**src/rtl/rom_page_fetch_pkg.sv**
```systemverilog
// Shared types and constants for the ROM page fetcher.
// Also carries the ENABLED/DISABLED strobe levels used by the LCD controller.
package rom_page_fetch_pkg;

    typedef enum logic [1:0] {
        IDLE   = 2'd0,
        FETCH  = 2'd1,
        ACK    = 2'd2,
        STREAM = 2'd3
    } state_t;

    localparam int ROM_ROWS   = 8;
    localparam int ROW_W      = 3;
    localparam int ADDR_W     = 7;
    localparam int ROM_ADDR_W = 10;

    localparam logic ENABLED  = 1'b1;
    localparam logic DISABLED = 1'b0;

endpackage

```
**src/rtl/rom_page_fetch_column_transpose.sv**
```systemverilog
// Column select over the 8 x BYTES page buffer.
// Output bit r is pixel row r of column idx_i.
module column_transpose
    import rom_page_fetch_pkg::*;
#(
    parameter int BYTES = 64,
    parameter int IDX_W = (BYTES > 1) ? $clog2(BYTES) : 1
) (
    input  logic [ROM_ROWS-1:0][BYTES-1:0] rows_i,
    input  logic [IDX_W-1:0]               idx_i,
    output logic [ROM_ROWS-1:0]            col_o
);

    always_comb begin
        col_o = '0;
        for (int r = 0; r < ROM_ROWS; r++) begin
            col_o[r] = rows_i[r][idx_i];
        end
    end

endmodule

```
**src/rtl/rom_page_fetch.sv**
```systemverilog
// Fetches one 8-row page from the image ROM and streams its 64 column bytes.
// Define ROM_PIXEL_INVERT_EN to stream inverse video.
module rom_page_fetch
    import rom_page_fetch_pkg::*;
#(
    parameter int BYTES = 64,
    parameter int PACE  = 2
) (
    input  logic                  clk,
    input  logic                  rst_n,
    input  logic                  data_request,
    input  logic [ADDR_W-1:0]     addr,
    output logic                  data_ack,
    output logic [7:0]            data,
    output logic [ROM_ADDR_W-1:0] rom_addr,
    output logic                  rom_en,
    input  logic [BYTES-1:0]      rom_data
);

    localparam int IDX_W = (BYTES > 1) ? $clog2(BYTES) : 1;
    localparam int PH_W  = (PACE > 1) ? $clog2(PACE) : 1;

    state_t                        state_q;
    logic [ADDR_W-1:0]             addr_q;
    logic [3:0]                    cnt_q;
    logic [IDX_W-1:0]              idx_q;
    logic [PH_W-1:0]               phase_q;
    logic [ROM_ROWS-1:0][BYTES-1:0] buf_q;
    logic                          ack_q;
    logic                          rom_en_q;
    logic [ROM_ADDR_W-1:0]         rom_addr_q;
    logic [7:0]                    hold_q;

    logic [7:0]       col;
    logic [7:0]       data_d;
    logic [ROW_W-1:0] cap_row;
    logic             streaming;

    column_transpose #(
        .BYTES (BYTES),
        .IDX_W (IDX_W)
    ) u_transpose (
        .rows_i (buf_q),
        .idx_i  (idx_q),
        .col_o  (col)
    );

`ifdef ROM_PIXEL_INVERT_EN
    assign data_d = ~col;
`else
    assign data_d = col;
`endif

    // rom_data lags its read by one clock, so capture row = issue count - 2
    assign cap_row   = ROW_W'(cnt_q - 4'd2);
    assign streaming = (state_q == ACK) || (state_q == STREAM);

    assign data     = streaming ? data_d : hold_q;
    assign data_ack = ack_q;
    assign rom_en   = rom_en_q;
    assign rom_addr = rom_addr_q;

    always_ff @(posedge clk or negedge rst_n) begin
        if (!rst_n) begin
            state_q    <= IDLE;
            addr_q     <= '0;
            cnt_q      <= '0;
            idx_q      <= '0;
            phase_q    <= '0;
            buf_q      <= '0;
            ack_q      <= 1'b0;
            rom_en_q   <= DISABLED;
            rom_addr_q <= '0;
            hold_q     <= '0;
        end else begin
            if (streaming) begin
                hold_q <= data_d;
            end
            unique case (state_q)
                IDLE: begin
                    if (data_request) begin
                        addr_q     <= addr;
                        rom_en_q   <= ENABLED;
                        rom_addr_q <= {addr, ROW_W'(0)};
                        cnt_q      <= 4'd1;
                        state_q    <= FETCH;
                    end
                end
                FETCH: begin
                    if (!data_request) begin
                        rom_en_q <= DISABLED;
                        cnt_q    <= '0;
                        state_q  <= IDLE;
                    end else begin
                        if (cnt_q >= 4'd2) begin
                            buf_q[cap_row] <= rom_data;
                        end
                        if (cnt_q < 4'd8) begin
                            rom_addr_q <= {addr_q, cnt_q[ROW_W-1:0]};
                            cnt_q      <= cnt_q + 4'd1;
                        end else if (cnt_q == 4'd8) begin
                            rom_en_q <= DISABLED;
                            cnt_q    <= 4'd9;
                        end else begin
                            cnt_q   <= '0;
                            ack_q   <= 1'b1;
                            idx_q   <= '0;
                            phase_q <= '0;
                            state_q <= ACK;
                        end
                    end
                end
                ACK: begin
                    idx_q   <= '0;
                    phase_q <= '0;
                    if (!data_request) begin
                        ack_q   <= 1'b0;
                        state_q <= STREAM;
                    end
                end
                STREAM: begin
                    if (phase_q == PH_W'(PACE - 1)) begin
                        phase_q <= '0;
                        if (idx_q == IDX_W'(BYTES - 1)) begin
                            state_q <= IDLE;
                        end else begin
                            idx_q <= idx_q + IDX_W'(1);
                        end
                    end else begin
                        phase_q <= phase_q + PH_W'(1);
                    end
                end
                default: state_q <= IDLE;
            endcase
        end
    end

endmodule

```
**config.mk**
```make
export PLATFORM = sky130hd
export DESIGN_NAME = rom_page_fetch
export DESIGN_NICKNAME = d
export VERILOG_FILES = /design/src/rtl/rom_page_fetch_pkg.sv /design/src/rtl/rom_page_fetch_column_transpose.sv /design/src/rtl/rom_page_fetch.sv
export SDC_FILE = /design/constraint.sdc
export NUM_CORES = 1
export LEC_CHECK = 0
export BUFFER_PORTS_ARGS = -buffer_cell sky130_fd_sc_hd__buf_2
export CORE_MARGIN = 3
export CORE_UTILIZATION = 62
export CTS_BUF_LIST = sky130_fd_sc_hd__clkbuf_8 sky130_fd_sc_hd__clkbuf_16
export DETAILED_ROUTE_END_ITERATION = 10
export PLACE_DENSITY = 0.89
export SLEW_MARGIN = 20
export SYNTH_ARGS = -nofsm -noshare
export SYNTH_HDL_FRONTEND = slang
export SYNTH_SLANG_ARGS = --single-unit
```
**constraint.sdc**
```tcl
create_clock -name clk -period 3.3 [get_ports clk]
set_input_delay 0.66 -clock clk [delete_from_list [all_inputs] [get_ports clk]]
set_output_delay 0.66 -clock clk [all_outputs]
set_load 0.05 [all_outputs]
```
# == After elaboration in Yosys (flattened, before gate mapping) ==
# Index checks and enable logic that the tools add are counted.
# totals
register_bits,552
wordCells,116
latch_bits,0
mem_bits_ro,0
memories,0
mem_bits_rw,0
# op_classes
n_eq_ne,17
magnitude_cmp,5
div,0
n_reduce_logical,15
n_mux,58
n_mul,0
shifts,0
n_bitwise,0
add_sub_neg,4
# ops
op,n
$bwmux W512,1
$demux W64 S3,1
$mux W64,1
$bmux W1 S6,8
$mux W10,3
$mux W6,5
$mux W1,20
$pmux W10 S2,1
$pmux W6 S3,1
$mux W4,4
$ne A2 B2 Y1 const B,8
$mux W2,7
$reduce_and A4 Y1,3
$reduce_and A6 Y1,2
$ne A3 B3 Y1 const B,3
$mux W8,1
$pmux W2 S4,1
$pmux W4 S2,1
$lt A6 B7 Y1 const B,1
$add A6 B1 Y6 const B,1
$eq A6 B6 Y1 const B,1
$reduce_and A5 Y1,1
$add A4 B1 Y4 const B,1
$eq A2 B2 Y1 const B,2
other kinds (18),21

# == Logic depth before layout (Yosys ltp) ==
# depth
ltp_word,6
ltp_mapped,9
ltp_nobuf,6

# == Hierarchy ==
# Synthesis repeated with hierarchy kept, for this count alone.
# unflattened
hier_cells,1578
hier_area_um2,25579.5
# modules_own_cells
mod,cells_each,area_per_inst_um2,instances,seq_area_each_um2
rom_page_fetch,1254,21383.0,1,13813.2
column_transpose,324,4196.5,1,0.0

# == Worst setup path after synthesis ==
# Ideal clock, no wire load.
# synth_timing
path_type,register -> output
from,register idx_q[0]
to,output data[4]
path_buffers,4
required_time_ps,2640
stages_incl_launch_ff,10
arrival_ps,2314
setup_slack_ps,326
path_cell_list,dfrtp_1 > buf_6 > buf_6 > buf_4 > buf_6 > mux2i_1 > a22oi_1 > nand3_1 > a22o_1 > o22ai_1
# synth_between
elab_chain_len,3
# synth_lines
item,line_no,rtl
from (decl),rom_page_fetch.sv:26,logic [IDX_W-1:0] idx_q;
from (signal assigned),rom_page_fetch.sv:127,idx_q <= idx_q + IDX_W'(1);
$bmux W1 S6,rom_page_fetch_column_transpose.sv:17,col_o[r] = rows_i[r][idx_i];
$mux W1 (not written as such),rom_page_fetch_column_transpose.sv:17,
$mux W8,n/a,
to (decl),rom_page_fetch.sv:14,"output logic [7:0] data,"
# Every way passes these cells. The select of a mux whose other input is x is not followed.

# == Worst setup path after layout ==
# layout_timing
from,register idx_q[0]
to,output data[0]
# The elaborated chain is that of the path after synthesis.

==> impl_results.md <==
- FFs w/ async S/R, synth: between 90% and 100%
- Fraction of power consumed by sequential logic: 44.0%
- WP data arrival: 3.05 ns
- Library cell contributing the largest single delay on the critical path: sky130_fd_sc_hd__dfrtp_4
- GRT Total Usage: 31.5%
- Total net switching power: 7.71 mW
- Routed length per instance: 28.9 um
- CTS H-tree lvls: 2
- Number of clock sinks: 552
- Core Area: roughly 0.040 mm^2
- Reg2Reg Setup Slack: 0.55 ns
- Static power due to leakage: 13.3 nW
- Antenna violations before repair: 2
- Number of nets produced by synthesis: 1,735
- Warnings, synthesis: 0
- Largest stage delay on the critical path: between 0.5 and 0.6 ns
- Largest net degree at the start of global routing: 93
- Growth of design area from synthesis to finish: 16.1%
- Number of primary I/O pins: 94
- Overall die area: 0.0430 mm^2
- Avg Inst Size Synth: 15.2 um^2
- Critical-path cell list: buf_12 -> buf_16 -> mux4_2 -> a211oi_1 -> o21ai_1 -> a32o_2 -> buf_8
- Failing checks: negative setup slack
- Clock buffer count from CTS: 55
- Int Pwr: 16.9 mW
- Cell count along the critical path: 7
- Initial standard-cell utilization of the core: 63.0%
- Detailed placer's ending HPWL: 40,400 um
- Max-slew violation count: 0
- RSZ-0062 raised after global routing: true
- Nets@finish: 1,864
- Clock root buffer master: sky130_fd_sc_hd__clkbuf_16
- CTS max path bufs: 3
- Worst-path fanout max: 17
- Width of the die: roughly 210 um
- Length in cells of the worst reg-to-reg path: 6
- Cell area after technology mapping: 0.0252 mm^2
- Vias in the first global route: 17,134
- Final setup margin: -0.415 ns
- Proportion of power drawn by combinational gates: 29.7%
- IR Drop Worst-Case VDD: roughly 0.00058 V
- Max Freq: 269 MHz
- 1st-pass router iterations: 5
- Number of max-cap violations: 0
- Count of vias placed by the detailed router: 15,987
- Headroom to the max-slew limit: about two fifths
- Sequential-to-total area share from yosys stat: 54.9%
- Buffers plus inverters on the worst setup path: 3
- Number of enable flip-flop cells after synthesis: 0
- Most instantiated library cell after synthesis: sky130_fd_sc_hd__dfrtp_1
- Vertical die dimension: 207 um
- Synth unique cells: 48
- Clock period minus worst slack: 3.71 ns
- Share of the synthesized area in the top cell type: 54.9%
- Via-per-instance ratio: roughly 6.8
- Leading post-synthesis cells by instance count: 552 x sky130_fd_sc_hd__dfrtp_1, 509 x sky130_fd_sc_hd__mux2_2, 95 x sky130_fd_sc_hd__mux2i_1
- Core occupancy in the finished layout: 73.2%
- Share of power burned in the clock network: 26.3%
- Clock tree from TritonCTS: built
- Outcome: complete, but fails checks
- Kind of cell adding the most delay to the critical path: compound AO/OA/AOI/OAI gates
- Final total negative setup slack: -2.60 ns
- Number of port buffers: 93
- Antenna Cells: 0
- Clock input transition at the sequential cells of the worst setup and hold paths: 0.07 ns
- Primary FF master, synth: sky130_fd_sc_hd__dfrtp_1
- Count of endpoints failing setup in the final report: 8
- Total Power: 24.7 mW
- Number of buffers inserted by hold repair at cts: 0
- Post-synthesis instance total: about 1,700
- Fraction of final layout cells with drive strength greater than 1: between 50% and 60%
- Global-route wire length before repair: 105,000 um
- Largest clock skew in the final design: 0.0224 ns
- Required time of the critical path: 2.64 ns
- Synthesis-stage register bit count: 552
- Row cnt: 73
- Worst Setup End Kind: primary output
- Synth top area cells: sky130_fd_sc_hd__dfrtp_1 55%, sky130_fd_sc_hd__mux2_2 23%, sky130_fd_sc_hd__mux4_2 7.6%
- Worst min-delay path class: in -> async
- Number of endpoints with negative hold slack in the final report: 0
- Cell type with the highest aggregate area in the netlist: sky130_fd_sc_hd__dfrtp_1
- DRC errors left: 0
- Placer Congestion: 0.887
- Actual transition at the worst max-transition pin: between 0.9 and 1 ns
- Clock latency on the worst-skew pair: just over 0.6 ns
- Grt ovf: 0
- Startpoint class of the critical path: flop
- Worst hold slack after final layout: 0.102 ns
- Routed WL: ~68,000 um
- Sw frac: 31.3%
- Pwr/cell area: between 800 and 900 mW/mm^2
- Final worst path period share: 113%
- Critical Setup Path Class: reg -> out
- Remaining antenna violation count after routing: 0
- Starting DRC count in detailed routing: 1,808
## what timing repair did
item	in CTS	in global routing
endpoints found under the setup margin	8	8
cloned	8	0
pin swaps	34	18
setup buffers	18	2
gates resized for setup	106	29
## state kept, by name, summed over array words and instances, names as in the netlist, named ones only
register / flops
buf_q: 512
phase_q: 1
rom_addr: 10
idx_q: 6
hold_q: 8
rom_en: 1
state_q: 1
addr_q: 7
data_ack: 1
cnt_q: 4
## power by group through the flow
stage          Sequential, mW  Combinational (mW)  Clock (mW)
2_1_floorplan            10.3                4.80           0
3_3_place_gp             10.6                6.13           0
3_5_place_dp             10.8                6.45           0
4_1_cts                  10.7                7.14        6.53
5_1_grt                  11.1                7.71        6.84
6_report                 10.8                7.32        6.50
## final cells by class
cell class / count / area (um^2)
multi-input cells: 989 / 11000
flip-flops and latches: 552 / 13800
clock inverters: 30 / 282
well taps: 525 / 657
fillers: 2134 / 10700
clock buffers: 72 / 1610
repair buffers: 185 / 1780
inverters: 4 / 15.0
## per-layer routing
metal | GRT usage, % | vias up | share of wire [%]
met4 | 12.9 | 4 | 5.0
li1 | - | 6471 | -
met1 | 41.6 | 8366 | 37
met5 | 0 | - | 0.032
met2 | 51.1 | 894 | 49
met3 | 7.42 | 252 | 8.7
## layout by cell type, fill, tap and decap left out, drive strengths merged, types with 2 or more instances in the layout
master   synthesis  routed
a221oi          12      12
inv              4      13
and2             5       5
nand3           12      12
nor4             4       4
ha               3       3
a21o             2       2
a211oi           7       7
xnor2            3       3
mux2           533     533
nor2b           13      13
clkbuf          27      72
a22oi           23      23
a21oi           13      13
mux4            85      85
o22ai           16      16
a32o             6       6
o21ai           26      26
a32oi            3       3
a22o             4       4
nor3             2       2
dfrtp          552     552
o31ai            4       4
bufinv           0       5
nor2            23      23
clkinv           0      15
o221ai           9       9
a2111oi          8       8
nand2           56      56
mux2i           95      95
buf             86     184
nand2b          10      10
## stage by stage
stage               setup WS [ns]  std cells  cell area [um^2]
finish                     -0.415       2357             29200
global route               -0.417       2357             29200
CTS                        -0.304       2358             29100
detailed placement          0.113       2230             26400
global placement            0.227       2230             26400
floorplan                   0.326       1658             25200
## cells by family (layout without fill, tap and decap cells)
logic type / count (synthesis) / count (layout) / share of synthesized area, %
flip-flops: 552 / 552 / 54.9
XOR/XNOR: 3 / 3 / 0.104
multiplexers: 713 / 713 / 35.3
AND/OR/NAND/NOR: 128 / 128 / 2.63
AO/OA/AOI/OAI: 142 / 142 / 4.09
adder cells (fa/ha/maj): 3 / 3 / 0.149
buffers and inverters: 117 / 291 / 2.86
## path summary, 6_finish.rpt
kind,from,to
worst max-delay path,idx_q[0]$_DFFE_PN0P_,data[0]
worst min-delay path,rst_n,buf_q[436]$_DFFE_PN0P_
worst max register to register,flop,buf_q[296]$_DFFE_PN0P_
worst min register to register,rom_addr[3]$_DFFE_PN0P_,rom_addr[3]$_DFFE_PN0P_
max in group asynchronous,rst_n,buf_q[181]$_DFFE_PN0P_
min in group clk,addr[5],addr_q[5]$_DFFE_PN0P_
## worst register-to-register path, delay by kind of cell, from the launching register on
kind / cells / cell delay (ns)
buffers and inverters: 2 / 0.70
DFF: 1 / 0.78
and+or+nand+nor: 3 / 0.74
muxes: 1 / 0.42
No activity file was read; power rests on OpenSTA's default activity.
